$ cat src/rtl/hazard_ctrl.sv
// ---------------------------------------------------------------------------
// hazard_ctrl -- pipeline hazard and stall controller for the five-stage CPU.
//
// Drives the enable, flush and bubble controls of PC, IF/ID, ID/EX and the
// EX/MEM-onward registers. It resolves load-use hazards, taken-branch flushes
// and multi-cycle data-memory waits. It traps on a memory timeout and keeps a
// saturating count of stall cycles.
//
// Handshake: data memory completes an access in the cycle where
// mem_req_mem=1 and mem_ready=1. While mem_req_mem=1 and mem_ready=0 the
// whole pipe is frozen. mem_ready is ignored when mem_req_mem=0.
//
// Ports:
//   clk, reset         clock; synchronous active-high reset
//   Rn_id, Rm_id       source registers of the instruction in ID
//   use_rm_id          the ID instruction reads Rm_id
//   MemtoReg_ex        the EX instruction is a load
//   RegWrite_ex        the EX instruction writes Rd_ex
//   Rd_ex              destination register of the EX instruction
//   br_taken_ex        a branch resolved taken in EX
//   mem_req_mem        the MEM instruction accesses data memory
//   mem_ready          data memory completes the access this cycle
//   pc_en, if_id_en    load enables for PC and IF/ID
//   if_id_flush        IF/ID loads a NOP
//   id_ex_bubble       ID/EX loads a NOP
//   ex_mem_en          load enable for EX/MEM, MEM/WB and the ID/EX hold
//   mem_timeout        sticky trap flag
//   stall_cnt          saturating count of cycles with pc_en=0
//   state_dbg          FSM state (0=RUN, 1=MEM_WAIT, 2=ERR)
// ---------------------------------------------------------------------------
module hazard_ctrl #(
    parameter int unsigned MAX_MEM_WAIT = 15
) (
    input  logic        clk,
    input  logic        reset,
    input  logic [4:0]  Rn_id,
    input  logic [4:0]  Rm_id,
    input  logic        use_rm_id,
    input  logic        MemtoReg_ex,
    input  logic        RegWrite_ex,
    input  logic [4:0]  Rd_ex,
    input  logic        br_taken_ex,
    input  logic        mem_req_mem,
    input  logic        mem_ready,
    output logic        pc_en,
    output logic        if_id_en,
    output logic        if_id_flush,
    output logic        id_ex_bubble,
    output logic        ex_mem_en,
    output logic        mem_timeout,
    output logic [31:0] stall_cnt,
    output logic [1:0]  state_dbg
);

    typedef enum logic [1:0] {
        RUN      = 2'd0,
        MEM_WAIT = 2'd1,
        ERR      = 2'd2
    } state_t;

    state_t      state_q, state_d;
    logic [7:0]  wait_q, wait_d;
    logic [31:0] stall_q;
    logic        freeze;
    logic        lu;

    assign freeze = mem_req_mem & ~mem_ready;

    // X31 reads as zero, so a load targeting it never creates a dependency.
    assign lu = MemtoReg_ex & RegWrite_ex & (Rd_ex != 5'd31) &
                ((Rd_ex == Rn_id) | (use_rm_id & (Rd_ex == Rm_id)));

    always_ff @(posedge clk) begin
        if (reset) begin
            state_q <= RUN;
            wait_q  <= 8'd0;
            stall_q <= 32'd0;
        end else begin
            state_q <= state_d;
            wait_q  <= wait_d;
            if (!pc_en && (stall_q != 32'hFFFF_FFFF)) begin
                stall_q <= stall_q + 32'd1;
            end
        end
    end

    always_comb begin
        state_d      = state_q;
        wait_d       = wait_q;
        pc_en        = 1'b1;
        if_id_en     = 1'b1;
        if_id_flush  = 1'b0;
        id_ex_bubble = 1'b0;
        ex_mem_en    = 1'b1;

        if (reset) begin
            pc_en        = 1'b0;
            if_id_en     = 1'b0;
            if_id_flush  = 1'b1;
            id_ex_bubble = 1'b1;
            ex_mem_en    = 1'b0;
        end else if (state_q == ERR) begin
            pc_en     = 1'b0;
            if_id_en  = 1'b0;
            ex_mem_en = 1'b0;
        end else if (freeze) begin
            pc_en     = 1'b0;
            if_id_en  = 1'b0;
            ex_mem_en = 1'b0;
            // Count this frozen cycle; a RUN entry is always the first one.
            wait_d  = (state_q == RUN) ? 8'd1 : wait_q + 8'd1;
            state_d = (wait_d == 8'(MAX_MEM_WAIT)) ? ERR : MEM_WAIT;
        end else begin
            // Release (or normal) cycle: ordinary hazard priorities apply.
            wait_d  = 8'd0;
            state_d = RUN;
            if (br_taken_ex) begin
                // The flush squashes IF/ID, so its enable is left at 1.
                if_id_flush  = 1'b1;
                id_ex_bubble = 1'b1;
            end else if (lu) begin
                pc_en        = 1'b0;
                if_id_en     = 1'b0;
                id_ex_bubble = 1'b1;
            end
        end
    end

    assign mem_timeout = (state_q == ERR) & ~reset;
    assign stall_cnt   = stall_q;
    assign state_dbg   = state_q;

endmodule

$ cat config.mk
export PLATFORM = sky130hd
export DESIGN_NAME = hazard_ctrl
export DESIGN_NICKNAME = d
export VERILOG_FILES = /design/src/rtl/hazard_ctrl.sv
export SDC_FILE = /design/constraint.sdc
export NUM_CORES = 1
export LEC_CHECK = 0
export ABC_AREA = 1
export BUFFER_PORTS_ARGS = -buffer_cell sky130_fd_sc_hd__buf_2
export CORE_MARGIN = 1.5
export CORE_UTILIZATION = 55
export DETAILED_ROUTE_END_ITERATION = 10
export GPL_ROUTABILITY_DRIVEN = 0
export PLACE_DENSITY = 0.81
export SLEW_MARGIN = 30
export SYNTH_ARGS = -nofsm -noshare
export SYNTH_HDL_FRONTEND = slang
export SYNTH_SLANG_ARGS = --single-unit
$ cat constraint.sdc
create_clock -name clk -period 3.8 [get_ports clk]
set_input_delay 0.76 -clock clk [delete_from_list [all_inputs] [get_ports clk]]
set_output_delay 0.76 -clock clk [all_outputs]
set_load 0.02 [all_outputs]
# --- After elaboration in Yosys (flattened, before gate mapping) ---
# Cells that the tools add are included.
totals:
  register_bits: 42
  input_bits: 23
  output_inout_bits: 40
  elab_cells: 44
classes:
  n_addsub: 2
  n_eq_ne: 6
  muxes: 21
  bitwise_logic: 9
  reduce_logical: 3
ops:
  columns: ["cell", "count"]
  rows:
  - ["32-bit by 1-bit adder with 32-bit output, second input constant", 1]
  - ["32-bit inequality test, second input constant", 1]
  - ["1-bit 2-to-1 mux", 17]
  - ["8-bit 2-to-1 mux", 2]
  - ["5-bit == test", 2]
  - ["8-bit by 1-bit adder with 8-bit output, second input constant", 1]
  - ["8-bit by 4-bit == test with 1-bit output, second input constant", 1]
  - ["1-bit AND", 6]
  - ["5-bit inequality test, second input constant", 1]
  - ["2-bit 2-to-1 mux", 2]
  - ["2-bit == test, second input constant", 1]
  - ["2-bit zero test", 1]
  - ["1-bit NOT", 2]
  - ["1-bit logical AND", 1]
  - ["1-bit zero test", 1]
  - ["1-bit OR", 1]

# --- Depth between registers and ports, before layout ---
# Gate-level depths: netlist of run 1.
logic_depth:
  depth_word: 11
  ltp_mapped: 12
  depth_no_buf: 11

# --- Least setup slack after synthesis of run 1 ---
# No wires, ideal clock.
synth_path:
  path_type: "in2out"
  from: "in mem_req_mem"
  to: "out pc_en"
  t_arrival_ns: 2.057
  required_time_ns: 3.040
  slack_ns: 0.983
  path_stages: 7
  path_buffers: 2
  path_cell_list: "inv_1 o21ai_0 nor2_1 nand2_1 buf_2 inv_1 buf_4"
synth_via:
  elab_chain_len: 4
synth_lines:
  columns: ["element", "line", "source"]
  rows:
  - ["start, declared", "43", "input logic mem_req_mem,"]
  - ["1-bit AND", "67", "assign freeze = mem_req_mem & ~mem_ready;"]
  - ["1-bit 2-to-1 mux (3 in a row)", null, null]
  - ["end, declared", "45", "output logic pc_en,"]
# No other way between the ends.

# --- Worst setup path after layout of run 1 ---
layout_path:
  from: "reg stall_q[0] (netlist: stall_cnt[0])"
  to: "reg stall_q[15] (netlist: stall_cnt[15])"
layout_via:
  elab_chain_len: 2
  elab_cells_between_ends: 3
  cone_classes: "add/sub: 1; eq/ne: 1; reduce/logical: 1"
layout_lines:
  columns: ["element", "line", "source"]
  rows:
  - ["start, declared", "63", "logic [31:0] stall_q;"]
  - ["start signal, assigned", "82", "stall_q <= stall_q + 32'd1;"]
  - ["parallel branches: the longest is 2 deep, another holds 32-bit by 1-bit adder with 32-bit output", null, null]
# Parallel ways; which one is timed is not known.
# A chain may end at the register's enable or synchronous reset.

==> reports/metrics.cfg, run 1 <==
[cts]
cts_hold_buffers = 0
clk-insertion-delay-late_ns = 0.30
cts_buffer_depth = 2
h-tree-depth = 2
cts.reportedPaths.clkPinSlew_ns = 0.09
cts-root-buf = clkbuf_8
cts_resized = 0
numCtsBuffers = 5
cts.sinks = 42
cts_setup_buffers = 0
cts_tree = built

[placed_design]
dp_hpwl_um = 5510
dp_cells = 588
place_ws_ns = 1.13
port_buffers = 62

[pwr]
power_leakage_nw = 1.42
p_comb_frac = 0.100
finalPower_uw = 840
pwr-share-clk = 0.366
power.internal_uw = 605
p_switching_uw = 234
seq_power_share = 0.534
ir_worst_vdd_mv = 0.186
switching_share = 0.279
power_density_nw_per_um2 = 257

[sta]
final.setup.tns_ns = 0
tightestPinTransition_ns = 0.618
finalMaxSlewViolations = 0
hold_violations = 0
min_period_ns = 2.70
finalClockSkew_ns = 0.00537
grt_setup_unrepaired = false
fin_ws_ns = 1.10
setup_viol = 0
fmax_mhz = 370
slew_headroom = 0.585
hold_ws_ns = 0.503
post-route-period-util = 0.711

[detailed_routing]
viasPerCell = 5.26
dr_total_vias = 3132
wirelength_um = 7310
drc = 0
firstDrtPassIters = 5
drtIter0Drc = 223
wl_per_cell_um = 12.3
antenna_left = 0

[synth]
syn_nets = 495
synth_top_area_cell = dfxtp_1
synth_cells = 470
ys_warn_count = 0
synth_area_um2 = 2840
syn_area_per_cell_um2 = 6.04
ys.flop_type = dfxtp_1
synth.distinct_cells = 28
ys_ff_latch = 42
yosysTopAreaCellShare = 0.296
async_flop_share = 0
synth_edf_count = 0
seq_area_frac_synth = 0.296
yosys-top-cells-area = dfxtp_1 (30%), nand2_1 (20%), nand3_1 (9.9%), nor2_1 (7.4%), inv_1 (6.3%)

[critical_path]
cp.required_ns = 4.03
crit_path_max_fanout = 33
reg2reg_from = stall_cnt[0]
slowest_delay_ns = 0.62
r2r-end = stall_cnt[15]
rr_worst_depth = 9
cp-end-kind = register
crit_chain = ha_1 > nand2_1 > nor2_4 > nand3_2 > nor2_4 > nand4_4 > nand2_2 > nand2_1 > a21oi_1
cp.arrival_ns = 2.93
crit_type = reg2reg
setup.worst_path.start_class = register
reg2reg_setup_slack_ns = 1.10
slowest_stage = nand2_2

[job]
maxCapViolations = 0

[hold_path]
hp-class = reg2reg
whs_path_depth = 2
hold_path.startpoint = stall_cnt[19]
min_to = stall_cnt[19]

[floorplanning]
die_area_um2 = 5600
core-area_um2 = 4850
io_pins = 63
rows = 25
fp.dieW_um = 74.8
die_h_um = 74.8
start_util = 0.585

[global_route]
antenna_found_initial = 0
grt_pass1_vias = 2891
grt.overflow.total = 0
grt_max_degree = 34
grt_pass1_wl_um = 12400
track_usage = 0.281

[finish]
regArea_um2 = 841
drive_gt1_frac = 0.155
n_fill_cell = 449
finalNonFillerCells = 596
layout-area-overhead-vs-synth_pct = 15.0
layout.nets = 553
multi_input_area_um2 = 1730
n_antenna_cell = 0

[status]
status = finished clean

## final cells by class
| cell class | count | area share |
|---|---|---|
| Clock inverter | 3 | 0.00767 |
| Inverter | 49 | 0.0563 |
| Sequential cell | 42 | 0.258 |
| Multi-Input combinational cell | 365 | 0.530 |
| Tap cell | 67 | 0.0257 |
| Clock buffer | 5 | 0.0211 |
| Timing Repair Buffer | 65 | 0.102 |
## how the worst max path moves through the flow
| stage | startpoint | endpoint | slack [ns] | cells after the start |
|---|---|---|---|---|
| global placement | Rd_ex[3] | pc_en | 1.20 | 11 |
| floorplan | mem_req_mem | pc_en | 0.98 | 7 |
| CTS | stall_cnt[0] | stall_cnt[15] | 1.11 | 9 |
| global route | stall_cnt[0] | stall_cnt[23] | 0.81 | 9 |
| detailed placement | stall_cnt[0] | stall_cnt[15] | 1.13 | 9 |
| finish | stall_cnt[0] | stall_cnt[15] | 1.10 | 9 |
## logic make-up (layout without fill, tap and decap cells)
kind of cell / after synthesis / count (layout) / synth area share
and+or+nand+nor: 295 / 295 / 0.451
AOI/OAI and AO/OA: 50 / 50 / 0.0935
xor gates and xnor gates: 18 / 18 / 0.0556
DFF: 42 / 42 / 0.296
buffers and inverters: 63 / 122 / 0.0944
adders and majority gates: 2 / 2 / 0.00882
## cells in the final DEF, fill, tap and decap left out
master and count:
xnor2_1 5, o31ai_1 1, clkinv_4 1, nand3b_1 6, nor2_1 56, buf_4 3
dfxtp_1 42, a21oi_1 34, clkinvlp_4 1, nor3_1 11, nand3_1 56, nor2_4 2
o22ai_1 5, nand2_1 152, nand4_4 1, nor2_2 1, inv_1 48, ha_1 2
clkbuf_8 5, o21ai_0 8, a221oi_1 1, buf_2 62, nand3_2 1, nand4_1 6
inv_6 1, o21bai_1 1, inv_2 1, nand2_2 2, xor2_1 13, nor3_2 1
## synthesized netlist by cell type (all sizes together) (2+ instances only)
master  number
nand2      154
nor2        59
nand3       57
inv         49
dfxtp       42
a21oi       34
xor2        13
nor3        12
buf          8
o21ai        8
nand4        7
clkbuf       6
nand3b       6
o22ai        5
xnor2        5
ha           2
## state kept, by name, indices dropped and copies added, names as in the netlist
register	cells
stall_cnt	32
wait_q	8
state_dbg	2
## worst max-delay path, delay by kind of cell, from the launching register on
family                     cells  cell delay (ns)
and+or+nand+nor                7             1.73
AOI/OAI and AO/OA              1             0.18
adders and majority gates      1             0.29
DFF                            1             0.43
## layer usage
| layer | part of all wire | vias up | track usage |
|---|---|---|---|
| li1 | - | 1619 | - |
| met1 | 0.45 | 1360 | 0.355 |
| met2 | 0.46 | 129 | 0.450 |
| met3 | 0.057 | 24 | 0.0522 |
| met4 | 0.034 | 0 | 0.156 |
| met5 | 0 | - | 0 |
## power by group through the flow
stage	sequential (mW)	clock [mW]	combinational, mW
after floorplan	0.461	0	0.0550
after global placement	0.458	0	0.0823
after detailed placement	0.458	0	0.0839
after CTS	0.448	0.311	0.0841
after global routing	0.449	0.331	0.0951
final	0.448	0.307	0.0840
## metrics by stage
stage	instance area [um2]	utilization
floorplan	2840	-
global placement	3170	0.654
detailed placement	3170	0.654
CTS	3260	0.673
global route	3260	0.673
finish	3260	0.673
Power figures use the tool's default switching activity.
==> inputs of run 2 (changes only) <==
- CORE_UTILIZATION: 55 -> 49
- PLACE_DENSITY: 0.81 -> 0.76
- clock period: 3.8 -> 2.3 ns (I/O delays scaled with it)
==> run 2 against run 1 <==
  * Global-route usage shrank 2.9 points
  * Fmax grew 31%
  * Power grew 74%
  * First-iteration DRC count shrank 9.4%
  * Critical endpoint is now stall_cnt[7]
==> reports/metrics.cfg, run 2 (same netlist as run 1, synthesis figures left out) <==
[status]
status = finished clean  ; unchanged

[critical_path]
crit_chain = ha_1 > nand2_1 > nor2_4 > nand3_2 > nor2_4 > nand4_4 > nand2_2 > nand2_1 > a21oi_1  ; unchanged
path_delay_family = simple AND/OR/NAND/NOR gates  ; unchanged
reg2reg_setup_slack_ns = 0.23  ; was 1.10 ns
cp.arrival_ns = 2.29  ; was 2.93 ns
cp.required_ns = 2.52  ; was 4.03 ns
slowest_stage = nand2_2  ; unchanged
rr_worst_depth = 9  ; unchanged
setup.worst_path.start_class = register  ; unchanged
crit_path_max_fanout = 30  ; was 33
crit_cells = 9  ; unchanged
reg2reg_from = stall_cnt[1]  ; was stall_cnt[0]
r2r-end = stall_cnt[7]  ; was stall_cnt[15]
cp-end-kind = register  ; unchanged
slowest_delay_ns = 0.47  ; was 0.62 ns
crit_type = reg2reg  ; unchanged
worstSetupStartpoint = stall_cnt[1]  ; was stall_cnt[0]
path_buf_inv = 0  ; unchanged
crit_end = stall_cnt[7]  ; was stall_cnt[15]

[cts]
cts_hold_buffers = 0  ; unchanged
cts-root-buf = clkbuf_8  ; unchanged
cts_tree = built  ; unchanged
numCtsBuffers = 5  ; unchanged
clk-insertion-delay-late_ns = 0.30  ; about the same
h-tree-depth = 2  ; unchanged
cts_setup_buffers = 0  ; unchanged
cts.sinks = 42  ; unchanged
cts_buffer_depth = 2  ; unchanged
cts_resized = 0  ; unchanged
cts.reportedPaths.clkPinSlew_ns = 0.09  ; about the same

[finish]
final_common_cell = nand2_1  ; unchanged
layout-area-overhead-vs-synth_pct = 16.8  ; was 15.0%
drive_gt1_frac = 0.159  ; was 0.155
n_antenna_cell = 0  ; unchanged
largest_reg_flops = 32  ; unchanged
fin_util = 0.598  ; was 0.673
final_area_um2 = 3320  ; was 3260 um2
most-common-layout-cells = nand2_1 (152), buf_2 (62), nand3_1 (56)  ; was nand2_1 (152), buf_2 (62), nor2_1 (56), nand3_1 (56), inv_1 (48)
layout.nets = 557  ; was 553

[floorplanning]
fp.dieW_um = 79.1  ; was 74.8 um
rows = 27  ; was 25
die_h_um = 79.1  ; was 74.8 um
io_pins = 63  ; unchanged
die_area_um2 = 6260  ; was 5600 um2
start_util = 0.512  ; was 0.585
core-area_um2 = 5540  ; was 4850 um2

[job]
maxCapViolations = 0  ; unchanged

[detailed_routing]
drc = 0  ; unchanged
dr_total_vias = 3156  ; was 3132
drtIter0Drc = 202  ; was 223
viasPerCell = 5.22  ; was 5.26
wirelength_um = 7600  ; was 7310 um
firstDrtPassIters = 4  ; was 5
antenna_left = 0  ; unchanged
wl_per_cell_um = 12.6  ; was 12.3 um

[global_route]
track_usage = 0.252  ; was 0.281
antenna_found_initial = 0  ; unchanged
grt_pass1_wl_um = 12600  ; was 12400 um
grt.overflow.total = 0  ; unchanged
grt_pass1_vias = 2791  ; was 2891
grt_max_degree = 33  ; was 34

[pwr]
power_leakage_nw = 1.45  ; was 1.42 nW
ir_worst_vdd_mv = 0.243  ; was 0.186 mV
power_density_nw_per_um2 = 441  ; was 257 nW/um2
finalPower_mw = 1.46  ; was 840 uW

[sta]
final.setup.tns_ns = 0  ; unchanged
post-route-period-util = 0.900  ; was 0.711
finalClockSkew_ns = 0.0146  ; was 0.00537 ns
finalMaxSlewViolations = 0  ; unchanged
min_period_ns = 2.07  ; was 2.70 ns
grt_setup_unrepaired = false  ; unchanged
hold_violations = 0  ; unchanged
slew_headroom = 0.616  ; was 0.585
fmax_mhz = 483  ; was 370 MHz
tightestPinTransition_ns = 0.574  ; was 0.618 ns
hold_ws_ns = 0.431  ; was 0.503 ns
setup_viol = 0  ; unchanged

[hold_path]
hold_path.startpoint = reset  ; was stall_cnt[19]
hp-class = in2reg  ; was reg2reg

[placed_design]
dp_hpwl_um = 5760  ; was 5510 um
port_buffers = 62  ; unchanged
post_dp_cell_area_um2 = 3210  ; was 3170 um2

run 2: cell count changes in the layout (fill, tap and decap cells not counted), sizes merged:
cell / before / now
clkbuf: 5 / 7
inv: 50 / 49
clkinv: 1 / 0
bufinv: 0 / 1
buf: 65 / 69
clkinvlp: 1 / 0
run 2: worst min path at each step:
stage | to | slack [ns] | cells past startpoint
3_3_place_gp | wait_q[1] | 0.48 | 2
6_report | wait_q[0] | 0.43 | 2
3_5_place_dp | wait_q[1] | 0.48 | 2
4_1_cts | wait_q[0] | 0.43 | 2
2_1_floorplan | wait_q[1] | 0.45 | 2
5_1_grt | wait_q[0] | 0.44 | 2
run 2: per-layer routing:
layer / wire (um) / part of all wire / global-route usage
met4: 163 / 0.021 / 0.0860
met3: 404 / 0.053 / 0.0425
met2: 3400 / 0.45 / 0.395
met1: 3630 / 0.48 / 0.348
met5: 0 / 0 / 0
run 2: worst register-to-register path, stage by stage (launching register included):
cell     delay [ns]
dfxtp_1        0.34
ha_1           0.26
nand2_1        0.17
nor2_4         0.19
nand3_2        0.10
nor2_4         0.12
nand4_4        0.09
nand2_2        0.47
nand2_1        0.11
a21oi_1        0.15
run 2: cell type report:
class / count / area, um2
repair buffers: 69 / 363
flip-flops and latches: 42 / 841
fillers: 564 / 2220
clock inverters: 1 / 30.0
inverters: 49 / 184
well taps: 72 / 90.1
multi-input cells: 365 / 1730
clock buffers: 7 / 76.3
run 2: where the power goes:
| group | total, mW | leakage (nW) | switching [mW] | internal [mW] |
|---|---|---|---|---|
| combinational | 0.152 | 1.05 | 0.0989 | 0.0535 |
| clock | 0.575 | 0.0524 | 0.250 | 0.325 |
| sequential | 0.736 | 0.339 | 0.00398 | 0.732 |
run 2: metrics by stage:
step / std cells / setup WS [ns]
final: 605 / 0.230
after global routing: 605 / 0.00969
after CTS: 605 / 0.225
after detailed placement: 597 / 0.232
after global placement: 597 / 0.250
after floorplan: 470 / 0.0849
==> inputs of run 3 (changes only) <==
- MAX_ROUTING_LAYER: default -> met4
==> run 3 against run 2 <==
  * Core utilization unchanged
  * Critical path depth unchanged
  * Hold slack got worse by 0.0055 ns
  * Global-route usage increased by 0.71 points
  * Sequential power about the same
  * Non-clock buffer count unchanged
==> reports/metrics.cfg, run 3 (same netlist as run 1, synthesis figures left out) <==
[sta]
setup_viol = 0  ; unchanged
tightestPinTransition_ns = 0.605  ; was 0.574 ns
hold_violations = 0  ; unchanged
min_period_ns = 2.10  ; was 2.07 ns
fin_ws_ns = 0.202  ; was 0.230 ns
finalClockSkew_ns = 0.0105  ; was 0.0146 ns
slew_headroom = 0.595  ; was 0.616
grt_setup_unrepaired = false  ; unchanged
post-route-period-util = 0.912  ; was 0.900
fmax_mhz = 477  ; was 483 MHz
finalMaxSlewViolations = 0  ; unchanged
final.setup.tns_ns = 0  ; unchanged

[critical_path]
rr_worst_depth = 9  ; unchanged
cp.required_ns = 2.52  ; about the same
reg2reg_from = stall_cnt[1]  ; unchanged
setup.worst_path.start_class = register  ; unchanged
r2r-end = stall_cnt[7]  ; unchanged
cp.arrival_ns = 2.32  ; was 2.29 ns
cp-end-kind = register  ; unchanged
crit_type = reg2reg  ; unchanged
crit_path_max_fanout = 30  ; unchanged
reg2reg_setup_slack_ns = 0.20  ; was 0.23 ns

[cts]
cts_buffer_depth = 2  ; unchanged
clk-insertion-delay-late_ns = 0.30  ; about the same
h-tree-depth = 2  ; unchanged
cts-root-buf = clkbuf_8  ; unchanged
cts_tree = built  ; unchanged
cts.reportedPaths.clkPinSlew_ns = 0.09  ; about the same
cts.sinks = 42  ; unchanged
numCtsBuffers = 5  ; unchanged
cts_hold_buffers = 0  ; unchanged
cts_resized = 0  ; unchanged
cts_setup_buffers = 0  ; unchanged

[floorplanning]
rows = 27  ; unchanged
core-area_um2 = 5540  ; unchanged
fp.dieW_um = 79.1  ; unchanged
die_area_um2 = 6260  ; unchanged
io_pins = 63  ; unchanged
die_h_um = 79.1  ; unchanged
start_util = 0.512  ; unchanged

[hold_path]
whs_path_depth = 2  ; unchanged
min_to = wait_q[0]  ; unchanged
hp-class = in2reg  ; unchanged
hold_path.startpoint = reset  ; unchanged

[detailed_routing]
drc = 0  ; unchanged
firstDrtPassIters = 5  ; was 4
antenna_left = 0  ; unchanged
viasPerCell = 5.24  ; was 5.22
wl_per_cell_um = 12.6  ; about the same
drtIter0Drc = 232  ; was 202
dr_total_vias = 3171  ; was 3156
wirelength_um = 7630  ; was 7600 um

[finish]
largest_reg_flops = 32  ; unchanged
final_common_cell = nand2_1  ; unchanged
n_antenna_cell = 0  ; unchanged
layout.nets = 557  ; unchanged
n_fill_cell = 564  ; unchanged
drive_gt1_frac = 0.159  ; unchanged
finalNonFillerCells = 605  ; unchanged
most-common-layout-cells = nand2_1 (152), buf_2 (62), nand3_1 (56)  ; unchanged
layout-area-overhead-vs-synth_pct = 16.8  ; unchanged
fin_util = 0.598  ; unchanged

[placed_design]
place_ws_ns = 0.232  ; unchanged
dp_cells = 597  ; unchanged
dp_hpwl_um = 5760  ; unchanged
port_buffers = 62  ; unchanged

[global_route]
antenna_found_initial = 0  ; unchanged
track_usage = 0.259  ; was 0.252
grt_pass1_vias = 2791  ; unchanged
grt_pass1_wl_um = 12600  ; about the same
grt.overflow.total = 0  ; unchanged
grt_max_degree = 33  ; unchanged

[pwr]
finalPower_mw = 1.47  ; was 1.46 mW
power_leakage_nw = 1.45  ; unchanged
power_density_nw_per_um2 = 444  ; was 441 nW/um2
ir_worst_vdd_mv = 0.242  ; was 0.243 mV

[job]
maxCapViolations = 0  ; unchanged

[status]
status = finished clean  ; unchanged

[run 3: cell counts in the layout (fill, tap and decap cells not counted)]
No cell type changed its count.
[run 3: layer usage]
layer | share of wire | wire length (um) | GRT usage
met1 | 0.47 | 3550 | 0.347
met2 | 0.45 | 3440 | 0.397
met3 | 0.063 | 484 | 0.0425
met4 | 0.020 | 155 | 0.0860
met5 | 0 | 0 | -
[run 3: per-stage QoR]
step           hold slack [ns]  instance area (um2)
2_1_floorplan            0.455                 2840
3_3_place_gp             0.479                 3210
3_5_place_dp             0.483                 3210
4_1_cts                  0.428                 3320
5_1_grt                  0.445                 3320
6_report                 0.425                 3320
[run 3: report_power, final]
part / internal [mW] / switching, mW
Sequential: 0.732 / 0.00400
Combinational: 0.0535 / 0.0995
Clock: 0.325 / 0.256
Total: 1.11 / 0.360
[run 3: area by class of cell]
class | instances | area [um2] | share of cell area
clock buffer | 7 | 76.3 | 0.0230
clock inverter | 1 | 30.0 | 0.00906
inverter | 49 | 184 | 0.0555
multi-input combinational | 365 | 1730 | 0.522
sequential | 42 | 841 | 0.254
tap | 72 | 90.1 | 0.0272
timing repair buffer | 69 | 363 | 0.109
[run 3: worst max-delay path by stage]
stage                             from           end  slack, ns  depth (start not counted)
after floorplan           state_dbg[0]         pc_en       0.08                          8
final                     stall_cnt[1]  stall_cnt[7]       0.20                          9
after global routing      stall_cnt[1]  stall_cnt[3]       0.01                          9
after CTS                 stall_cnt[1]  stall_cnt[7]       0.23                          9
after detailed placement      Rd_ex[2]  stall_cnt[7]       0.23                         12
after global placement        Rd_ex[2]  stall_cnt[2]       0.25                         12
[run 3: critical path, stage by stage, from the launching register on]
cell	delay, ns
dfxtp_1	0.35
ha_1	0.26
nand2_1	0.17
nor2_4	0.19
nand3_2	0.10
nor2_4	0.12
nand4_4	0.09
nand2_2	0.49
nand2_1	0.10
a21oi_1	0.15
